[src/rtl/looper_ctrl.sv]
// looper_ctrl: transport controller for the audio loop memory.
// Turns button pulses into record/play/reverse levels, counts loop length.
//
// Ports:
//   clk, reset      system clock, synchronous active-high reset
//   sampleTick      one-cycle strobe per audio sample slot
//   recBtn          pulse: start / stop record
//   playBtn         pulse: stop record / play-pause toggle
//   revBtn          pulse: toggle playback direction
//   clearBtn        pulse: discard loop
//   write, read     levels: datapath records / plays back
//   reverse         level: playback runs backwards
//   loopClear       one-cycle pulse clearing the loop datapath
//   loopFull        level: loopLen == LOOP_MAX
//   state           00 EMPTY, 01 RECORD, 10 PLAY, 11 PAUSE
//   loopLen         samples recorded in the current loop
module looper_ctrl #(
    parameter int ADDR_WIDTH = 16
) (
    input  logic                  clk,
    input  logic                  reset,
    input  logic                  sampleTick,
    input  logic                  recBtn,
    input  logic                  playBtn,
    input  logic                  revBtn,
    input  logic                  clearBtn,
    output logic                  write,
    output logic                  read,
    output logic                  reverse,
    output logic                  loopClear,
    output logic                  loopFull,
    output logic [1:0]            state,
    output logic [ADDR_WIDTH-1:0] loopLen
);

    localparam logic [ADDR_WIDTH-1:0] LOOP_MAX = '1;

    typedef enum logic [1:0] {
        S_EMPTY  = 2'b00,
        S_RECORD = 2'b01,
        S_PLAY   = 2'b10,
        S_PAUSE  = 2'b11
    } state_t;

    state_t                state_q, state_d;
    logic [ADDR_WIDTH-1:0] len_q, len_d, len_tick;
    logic                  rev_q, rev_d;
    logic                  clr_q, clr_d, clr_req;
    logic                  full_q, full_d;
    logic                  write_q, write_d;
    logic                  read_q, read_d;

    always_comb begin
        state_d  = state_q;
        len_d    = len_q;
        rev_d    = rev_q;
        clr_req  = 1'b0;
        len_tick = len_q + ADDR_WIDTH'(sampleTick);

        if (clearBtn) begin
            state_d = S_EMPTY;
            len_d   = '0;
            rev_d   = 1'b0;
            clr_req = 1'b1;
        end else begin
            unique case (state_q)
                S_EMPTY: begin
                    if (recBtn) begin
                        state_d = S_RECORD;
                        len_d   = '0;
                        rev_d   = 1'b0;
                    end
                end
                S_RECORD: begin
                    // A coincident tick is counted before any stop acts.
                    len_d = len_tick;
                    if (len_tick == LOOP_MAX) begin
                        state_d = S_PLAY;
                    end else if (recBtn || playBtn) begin
                        if (len_tick != '0) begin
                            state_d = S_PLAY;
                        end else begin
                            state_d = S_EMPTY;
                            clr_req = 1'b1;
                        end
                    end
                end
                S_PLAY, S_PAUSE: begin
                    if (recBtn) begin
                        state_d = S_RECORD;
                        len_d   = '0;
                        rev_d   = 1'b0;
                        clr_req = 1'b1;
                    end else if (playBtn) begin
                        state_d = (state_q == S_PLAY) ? S_PAUSE : S_PLAY;
                    end else if (revBtn) begin
                        rev_d = ~rev_q;
                    end
                end
                default: state_d = S_EMPTY;
            endcase
        end

        // Back-to-back clear requests collapse into a single pulse.
        clr_d   = clr_req & ~clr_q;
        full_d  = (len_d == LOOP_MAX);
        write_d = (state_d == S_RECORD);
        read_d  = (state_d == S_PLAY);
    end

    always_ff @(posedge clk) begin
        if (reset) begin
            state_q <= S_EMPTY;
            len_q   <= '0;
            rev_q   <= 1'b0;
            clr_q   <= 1'b0;
            full_q  <= 1'b0;
            write_q <= 1'b0;
            read_q  <= 1'b0;
        end else begin
            state_q <= state_d;
            len_q   <= len_d;
            rev_q   <= rev_d;
            clr_q   <= clr_d;
            full_q  <= full_d;
            write_q <= write_d;
            read_q  <= read_d;
        end
    end

    assign state     = state_q;
    assign loopLen   = len_q;
    assign reverse   = rev_q;
    assign loopClear = clr_q;
    assign loopFull  = full_q;
    assign write     = write_q;
    assign read      = read_q;

endmodule

[config.mk]
export PLATFORM = sky130hd
export DESIGN_NAME = looper_ctrl
export DESIGN_NICKNAME = d
export VERILOG_FILES = /design/src/rtl/looper_ctrl.sv
export SDC_FILE = /design/constraint.sdc
export NUM_CORES = 1
export LEC_CHECK = 0
export ABC_AREA = 1
export BUFFER_PORTS_ARGS = -buffer_cell sky130_fd_sc_hd__buf_2
export CAP_MARGIN = 20
export CORE_MARGIN = 2
export CORE_UTILIZATION = 55
export CTS_BUF_LIST = sky130_fd_sc_hd__clkbuf_2
export DETAILED_ROUTE_END_ITERATION = 8
export GPL_TIMING_DRIVEN = 0
export PLACE_DENSITY = 0.86
export SLEW_MARGIN = 20
export SYNTH_ARGS = -nofsm -noshare
export SYNTH_HDL_FRONTEND = slang
export SYNTH_SLANG_ARGS = --single-unit
[constraint.sdc]
create_clock -name clk -period 5.76 [get_ports clk]
set_input_delay 0.576 -clock clk [delete_from_list [all_inputs] [get_ports clk]]
set_output_delay 0.576 -clock clk [all_outputs]
set_load 0.05 [all_outputs]
==> impl_results.md, run 1 <==
* Congestion Overflow GR at 0
* Largest family of logic cells by synthesized area: simple AND/OR/NAND/NOR gates
* Synth Area in XOR/XNOR at 0.0103
* Setup bufs post-CTS at 0
* Count leader, synth: nand2_1
* FMAX at 454 MHz
* DRT iter0 DRCs at 95
* CP Max Fanout at 7
* Distinct cells, synth at 23
* Worst skew pair latency at 360 ps
* Number of antenna violations at the first check in global routing at 0
* Syn nets at 305
* Clk buf depth at 2
* MaxCap Viol Count at 0
* Most used cell, CP: nand2_1
* Pwr Total at 0.000267 W
* CP required at 6040 ps
* Vias in the first global route at 1640
* Hold-critical path endpoint: reverse
* Slowest-stage cell, CP: dfxtp_1
* Die area at 0.00355 mm²
* Post-Route WL at 4340 µm
* CTS H-Tree Depth at 1
* Synth area leader: dfxtp_1
* CP Class: flip-flop to flip-flop
* Most frequent cells after synthesis: nand2_1, nor2_1, inv_1
* Simple-gate share of the synthesized area at 0.508
* Tmin final at 2200 ps
* CP Capture Type: flip-flop
* Post-synth EDFFs at 0
* Worst EP arrival at 2480 ps
* Worst r2r path cells at 12
* Crit-path cells: ha_1, ha_1, nand2_1, nor2_4, nand2_1, nand2_1, nand2_1, o22ai_1, nand2_1, nor2_1, nand3_1, nor3_1
* CTS tree: done
* RSZ-0062 raised after global routing: no
* Initial Util at 0.565
* Seq/Total Area, Yosys at 0.271
* Fin cells at 361
* Vias per inst at 5.40
* Clock skew at 19.2 ps
* Pwr dens at 140 mW/mm²
* Tcrit/Tclk final at 0.383
* Post-cts gate resize count at 0
* Pins over their slew limit at 0
* Clock Pin Slew Worst Setup and Hold Paths at 200 ps
* Status: complete, no violations
* Post-synthesis average cell area at 5.76 µm²
* Ys async rst share at 0
* Final layout net count at 339
* Area growth, synth to finish at 12.2%
* DR vias at 1949
* Final ANT Viol Nets at 0
* Row cnt at 20
* Placed Cells incl. Taps at 357
* Dominant cells by area after synthesis: dfxtp_1, nand2_1, nor2_1, inv_1, nand3_1
* Max rail drop VDD at 0.105 mV
* Post-synthesis compound-gate area fraction at 0.0884
* Hold Crit Class: input port to flip-flop
* Total negative slack at 0 ps
* GRT Util Overall at 0.260
* Hold_buf cts at 0
* Detail Placement HPWL at 3420 µm
* Clk sink count at 23
* Yosys top cell area share at 0.271
* Worst R2R Setup Slack at 3560 ps
* Hold_sp: reset
* Root Buffer: clkbuf_2
* Main synth FF type: dfxtp_1
* WHS Path Cells at 4
* Setup ws final at 3560 ps
* Leak at 0.847 nW
* Pre-CTS setup slack at 3310 ps
* IO Pins at 30
* Die Height at 59.6 µm
* Critical Path Max Stage Delay at 410 ps
* Number of I/O port buffers at 29
* Pre-Repair DR Iteration Count at 4
* Routed WL per cell at 12.0 µm
* DR DRC count at 0
* Post-synthesis adder-cell area fraction at 0.0221
* First-pass GRT wire length at 7110 µm
* GP Congestion at 0.920
* #FFs+latches synth at 23
* Hold Slack at 489 ps
* Antenna cells at 0
* Slew HR at 0.642
* Pin count of the biggest net entering global routing at 14
* Tightest Pin Transition at 537 ps
* Fin. Hold Viols at 0
* Critical Path Source Type: flip-flop
* Synth warnings at 0
* Core Area at 0.00300 mm²
* Layout cells sized above 1 at 0.155
* Mux share of post-synthesis cell area at 0
* Chip width at 59.6 µm
* Reg-to-reg critical path endpoint: loopFull
* Syn Std Cell Area at 0.00170 mm²
* Worst r2r src: loopLen[0]
* Num CTS Buffers at 3
* Setup-failing EPs final at 0
* Post-Synthesis Cells at 295
-- logic make-up after synthesis --
family,after synthesis
AO/OA/AOI/OAI,25
XOR/XNOR,2
adder cells (fa/ha/maj),3
buffers and inverters,44
flip-flops,23
AND/OR/NAND/NOR,198
-- routing by layer --
layer  global-route usage  wire length, µm  vias up
met2                0.447             2030       72
met5                    0                0        -
met1                0.341             1910      854
li1                     -                -     1010
met4               0.0889              104        0
met3               0.0218              288       13
-- worst max-delay path by stage --
| stage | from | to | slack (ps) | cells past startpoint |
|---|---|---|---|---|
| 4_1_cts | loopLen[0] | read | 3590 | 16 |
| 6_report | loopLen[0] | loopFull | 3560 | 12 |
| 5_1_grt | loopLen[0] | read | 3280 | 16 |
| 3_5_place_dp | sampleTick | write | 3310 | 16 |
| 3_3_place_gp | sampleTick | write | 3320 | 16 |
| 2_1_floorplan | loopLen[0] | loopClear | 3500 | 14 |
-- cells in the final DEF, fill, tap and decap left out, types with 4 or more instances in the layout --
| cell | count |
|---|---|
| nand2_1 | 93 |
| nor2_1 | 54 |
| inv_1 | 40 |
| buf_2 | 30 |
| dfxtp_1 | 23 |
| nand3_1 | 22 |
| o22ai_1 | 12 |
| nand4_1 | 10 |
| nand2_2 | 5 |
| nor2_2 | 5 |
| a21oi_1 | 5 |
| nor2_4 | 4 |
| nor3_1 | 4 |
-- state kept, by name, indices dropped and copies added, names as in the netlist --
name / count
loopLen: 16
state: 2
loopClear: 1
loopFull: 1
read: 1
reverse: 1
write: 1
-- worst max-delay path: cells and delay by family (launching register included) --
kind	cells	cell delay, ps
compound gates	1	160
flops	1	410
simple gates	9	1140
fa+ha+maj	2	440
-- stage by stage --
stage / utilization / instance area, µm²
finish: 0.634 / 1900
global route: 0.634 / 1900
CTS: 0.634 / 1900
detailed placement: 0.628 / 1880
global placement: 0.628 / 1880
floorplan: - / 1700
-- where the power goes --
| part | switching [W] | leakage (nW) | total, W | internal [W] |
|---|---|---|---|---|
| Sequential | 0.00000152 | 0.186 | 0.000163 | 0.000162 |
| Combinational | 0.0000267 | 0.644 | 0.0000365 | 0.00000986 |
| Clock | 0.0000514 | 0.0164 | 0.0000671 | 0.0000157 |
| Total | 0.0000796 | 0.847 | 0.000267 | 0.000187 |
-- cell type report --
| class | count | area, µm² |
|---|---|---|
| Inverter | 41 | 154 |
| Clock inverter | 1 | 5.00 |
| Buffer | 3 | 16.3 |
| Timing Repair Buffer | 29 | 145 |
| Multi-Input combinational cell | 228 | 1070 |
| Tap cell | 33 | 41.3 |
| Sequential cell | 23 | 460 |
| Fill cell | 314 | 1100 |
| Clock buffer | 3 | 15.0 |
Power figures use the tool's default switching activity.
==> run 2, diff against run 1 <==
- CORE_UTILIZATION: 55 -> 52
- PLACE_DENSITY: 0.86 -> 0.85
- clock period: 5.76 -> 1.95 ns (I/O delays scaled with it)
==> run 2 against run 1 <==
Against the previous run:
- wire length grew 9.7%
- largest power group unchanged
- the run now ends with negative setup slack left
- critical path type unchanged
- final area up 11%
- final cell count up 4.4%
- maximum frequency rose by 9.3%
==> impl_results.md, run 2 (synthesis results as in run 1) <==
* DR vias at 2031
* Die Height at 61.1 µm
* Row cnt at 20
* CTS tree: done
* GR Util met1 at 0.345
* FMAX at 496 MHz
* Number of I/O port buffers at 29
* CP Max Fanout at 7
* Combinational share of power at 0.145
* Worst R2R Setup Slack at -70 ps
* Reg-to-reg critical path endpoint: read
* Tcrit/Tclk final at 1.03
* Layout cells sized above 1 at 0.258
* Critical Path Max Stage Delay at 420 ps
* CP required at 2240 ps
* CTS H-Tree Depth at 1
* Pint at 0.000554 W
* Hold Crit Class: input port to flip-flop
* Crit-path cells: ha_4, ha_4, nand2_4, nor2_4, nand2_2, nand2_2, nand2_2, nor2_2, nand2_1, nor2_1, nand3_1, nand2_1, nand2_2, nand2_1, inv_1, nor2_2
* WHS Path Cells at 4
* Commonest non-fill, non-tap cells in the layout: nand2_1, nor2_1, inv_1, buf_2, dfxtp_1
* Area growth, synth to finish at 24.1%
* Clock Pin Slew Worst Setup and Hold Paths at 240 ps
* Setup crit end: read
* Final ANT Viol Nets at 0
* Pins over their slew limit at 0
* Worst r2r src: loopLen[0]
* DRT iter0 DRCs at 162
* GRT Util Overall at 0.267
* Clock power frac at 0.251
* Num CTS Buffers at 3
* Antenna cells at 0
* Leak at 0.891 nW
* Pwr dens at 377 mW/mm²
* Setup ws final at -65.8 ps
* Vias per inst at 5.39
* Congestion Overflow GR at 0
* DR DRC count at 0
* Met2 usage at 0.476
* Sequential Power Share at 0.605
* Most used cell, CP: nand2_2
* GRT busiest layer: met2
* Initial Util at 0.552
* Vias in the first global route at 1739
* Routed WL per cell at 12.6 µm
* First-pass GRT wire length at 7510 µm
* Root Buffer: clkbuf_2
* Hold Slack at 90.4 ps
* Sw Share at 0.302
* Post-Route WL at 4760 µm
* Fin cells at 377
* Critical path origin: loopLen[0]
* Placed Cells incl. Taps at 368
* Setup-failing EPs final at 6
* Number of antenna violations at the first check in global routing at 0
* Fin. Hold Viols at 0
* Status: complete, but fails checks
* Slew HR at 0.612
* MaxCap Viol Count at 0
* Number of flip-flops in the largest register at 16
* Pin count of the biggest net entering global routing at 14
* RSZ-0062 raised after global routing: yes
* IO Pins at 30
* Worst EP arrival at 2310 ps
* Pre-Repair DR Iteration Count at 5
* Core Area at 0.00308 mm²
* Worst skew pair latency at 350 ps
* Most common cell after layout, fill and taps aside: nand2_1
* Clk sink count at 23
* Worst r2r path cells at 16
* Tightest Pin Transition at 582 ps
* Failing checks: negative setup slack
* Chip width at 61.1 µm
* Critical Path Source Type: flip-flop
* Clock skew at 21.1 ps
* Met3 Usage GRT at 0.0252
* Max rail drop VDD at 0.401 mV
* Clk buf depth at 2
* CP Capture Type: flip-flop
* CP Class: flip-flop to flip-flop
* GP Congestion at 0.955
* Tmin final at 2020 ps
* Final layout net count at 344
* Detail Placement HPWL at 3410 µm
* Slowest-stage cell, CP: dfxtp_4
* Die area at 0.00374 mm²
* Net Switching at 0.000240 W
[run 2: cell types whose count changed in the layout (fill, tap and decap cells not counted), sizes merged]
cell,change
buf,+5
[run 2: area by class of cell]
class | instances | area [µm²]
buffer | 3 | 16.3
clock buffer | 3 | 15.0
clock inverter | 1 | 5.00
fill | 279 | 971
inverter | 41 | 154
multi-input combinational | 228 | 1210
sequential | 23 | 467
tap | 44 | 55.1
timing repair buffer | 34 | 183
[run 2: repair_timing]
action	in CTS	in global routing
buffers inserted	2	3
resized for setup	15	21
endpoints found under the setup margin	6	6
pin swaps	7	21
hold buffers	0	0
[run 2: through the flow]
| stage | TNS [ps] | utilization | setup WS, ps | area, µm² | power [W] |
|---|---|---|---|---|---|
| finish | -253 | 0.685 | -65.8 | 2110 | 0.000794 |
| global route | -972 | 0.685 | -214 | 2110 | 0.000833 |
| CTS | -11.5 | 0.651 | -11.5 | 2000 | 0.000791 |
| detailed placement | -1100 | 0.619 | -219 | 1900 | 0.000597 |
| global placement | -958 | 0.619 | -200 | 1900 | 0.000595 |
| floorplan | 0 | - | 0.458 | 1700 | 0.000565 |
[run 2: power by group through the flow]
stage               clock (W)  sequential, W  combinational (W)
finish               0.000199       0.000480           0.000115
detailed placement          0       0.000489           0.000108
CTS                  0.000200       0.000480           0.000111
global route         0.000227       0.000482           0.000125
global placement            0       0.000489           0.000106
floorplan                   0       0.000510          0.0000548
[run 2: worst min-delay path by stage]
stage            from  endpoint  slack, ps
5_1_grt         reset   reverse        100
4_1_cts         reset   reverse        100
3_5_place_dp    reset   reverse        490
3_3_place_gp    reset   reverse        480
2_1_floorplan  recBtn   reverse        360
6_report        reset   reverse         90
[run 2: worst max-delay path: cells and delay by family, from the launching register on]
family / cells / cell delay [ps]
and+or+nand+nor: 13 / 1190
DFF: 1 / 420
adders and majority gates: 2 / 300
buffers and inverters: 1 / 40
[run 2: per-layer routing]
| layer | vias up | wire (µm) |
|---|---|---|
| met5 | - | 0 |
| met4 | 0 | 107 |
| met3 | 21 | 277 |
| met2 | 85 | 2220 |
| met1 | 908 | 2150 |
| li1 | 1017 | - |
==> run 3, diff against run 2 <==
- CORE_UTILIZATION: 52 -> 55
- PLACE_DENSITY: 0.85 -> 0.86
- clock period: 1.95 -> 1.9 ns (I/O delays scaled with it)
==> run 3 against run 2 <==
Against the previous run:
- the run still ends with negative setup slack left
- combinational power about the same
- wire length fell by 4.8%
- critical path depth decreased by 1
- sequential power up 3%
- sequential share of layout area grew 1.2 points
- setup slack lost 84 ps
- via count decreased by 3.6%
- non-clock buffer count decreased by 2
- flip-flop and latch count is the same
- die area shrank 5.1%
- final cell count decreased by 3.4%
- critical path type unchanged
- highest routed layer unchanged
==> impl_results.md, run 3 (synthesis results as in run 1) <==
* Status: complete, but fails checks
* Failing checks: negative setup slack
* Final layout net count at 342
* GP Congestion at 0.964
* Initial Util at 0.565
* Row cnt at 20
* Pin count of the biggest net entering global routing at 14
* Fin. Hold Viols at 0
* DR vias at 1957
* Slew HR at 0.650
* Pre-Repair DR Iteration Count at 5
* Setup ws final at -150 ps
* Post-Route WL at 4530 µm
* Area growth, synth to finish at 20.0%
* Pwr dens at 402 mW/mm²
* First-pass GRT wire length at 7200 µm
* Layout cells sized above 1 at 0.248
* Setup-failing EPs final at 6
* Fin cells at 364
* IO Pins at 30
* DR DRC count at 0
* MaxCap Viol Count at 0
* Worst skew pair latency at 370 ps
* Number of I/O port buffers at 29
* Most common cell after layout, fill and taps aside: nand2_1
* Tightest Pin Transition at 525 ps
* Congestion Overflow GR at 0
* Root Buffer: clkbuf_2
* Detail Placement HPWL at 3470 µm
* DRT iter0 DRCs at 101
* Final ANT Viol Nets at 0
* Clock skew at 20.7 ps
* Core Area at 0.00300 mm²
* RSZ-0062 raised after global routing: yes
* Clk sink count at 23
* CP Max Fanout at 6
* Clock Pin Slew Worst Setup and Hold Paths at 240 ps
* Num CTS Buffers at 3
* GRT Util Overall at 0.267
* CP Class: flip-flop to flip-flop
* Worst EP arrival at 2360 ps
* Hold_buf cts at 0
* Routed WL per cell at 12.4 µm
* Worst r2r path cells at 15
* Number of flip-flops in the largest register at 16
* CTS tree: done
* Vias in the first global route at 1699
* Number of antenna violations at the first check in global routing at 0
* Tcrit/Tclk final at 1.08
* Die area at 0.00355 mm²
* CP required at 2210 ps
* Placed Cells incl. Taps at 357
* Chip width at 59.6 µm
* WHS Path Cells at 4
* Leak at 0.884 nW
* Vias per inst at 5.38
* Hold Crit Class: input port to flip-flop
* Tmin final at 2050 ps
* Commonest non-fill, non-tap cells in the layout: nand2_1, nor2_1, inv_1, buf_2, nand3_1
* Total negative slack at -605 ps
* Clk buf depth at 2
* Pins over their slew limit at 0
* FMAX at 488 MHz
* Antenna cells at 0
* Die Height at 59.6 µm
* Critical Path Source Type: flip-flop
* Max rail drop VDD at 0.292 mV
* CTS H-Tree Depth at 1
* CP Capture Type: flip-flop
==> run 3: cell count changes in the layout (fill, tap and decap cells not counted), moves of 3 or more <==
cell,change
buf_4,-3
dfxtp_1,-7
dfxtp_2,+7
nand2_1,+4
nand2_2,-3
nand3_1,+4
nand3_2,-3
nor2_1,+3
nor2_2,-3
==> run 3: power by group <==
group / total, W / switching [W] / internal [W]
combinational: 0.000115 / 0.0000831 / 0.0000321
clock: 0.000210 / 0.000162 / 0.0000477
sequential: 0.000493 / 0.00000482 / 0.000488
total: 0.000818 / 0.000250 / 0.000568
==> run 3: final cells by class <==
type / instances / area [µm²]
fill: 297 / 966
clock inverter: 1 / 5.00
buffer: 3 / 16.3
timing repair buffer: 32 / 171
sequential: 23 / 475
tap: 33 / 41.3
multi-input combinational: 228 / 1160
clock buffer: 3 / 15.0
inverter: 41 / 154
==> run 3: what timing repair did <==
action                                  4_1_cts  5_1_grt
gates resized for setup                       6       14
endpoints found under the setup margin        6        6
buffers inserted                              2        1
pin swaps                                     4       17
==> run 3: stage by stage <==
stage	worst slack, ps	hold slack (ps)	util	area [µm²]	power, W
2_1_floorplan	5.09	352	-	1740	0.000581
3_3_place_gp	-54.8	472	0.642	1930	0.000612
3_5_place_dp	-75.6	474	0.642	1930	0.000614
4_1_cts	-42.5	43.2	0.661	1980	0.000829
5_1_grt	-238	81.3	0.678	2040	0.000846
6_report	-150	55.4	0.678	2040	0.000818
==> run 3: worst paths after layout <==
kind	endpoint	start	slack (ps)
setup / recovery	write	loopLen[0]	-150
hold / removal	reverse	reset	60
hold reg to reg	loopClear	loopClear	530
setup reg to reg	write	loopLen[0]	-150
==> run 3: critical path, stage by stage, from the launching register on <==
cell and delay [ps]:
dfxtp_4 420, ha_4 140, ha_4 150, nand2_4 70
nor2_4 220, buf_6 130, nand3_2 70, nand2_2 100
nand4_1 100, nor2_1 140, nand3_1 110, nand2_1 90
nand2_2 60, nand2_2 60, inv_2 30, nor2_1 80
==> run 3: per-layer routing <==
metal  up-vias  routed length (µm)  GRT usage
li1       1012                   -          -
met1       849                1960      0.348
met2        85                2150      0.449
met3        11                 323     0.0240
met4         0                  95      0.114
met5         -                   0          0
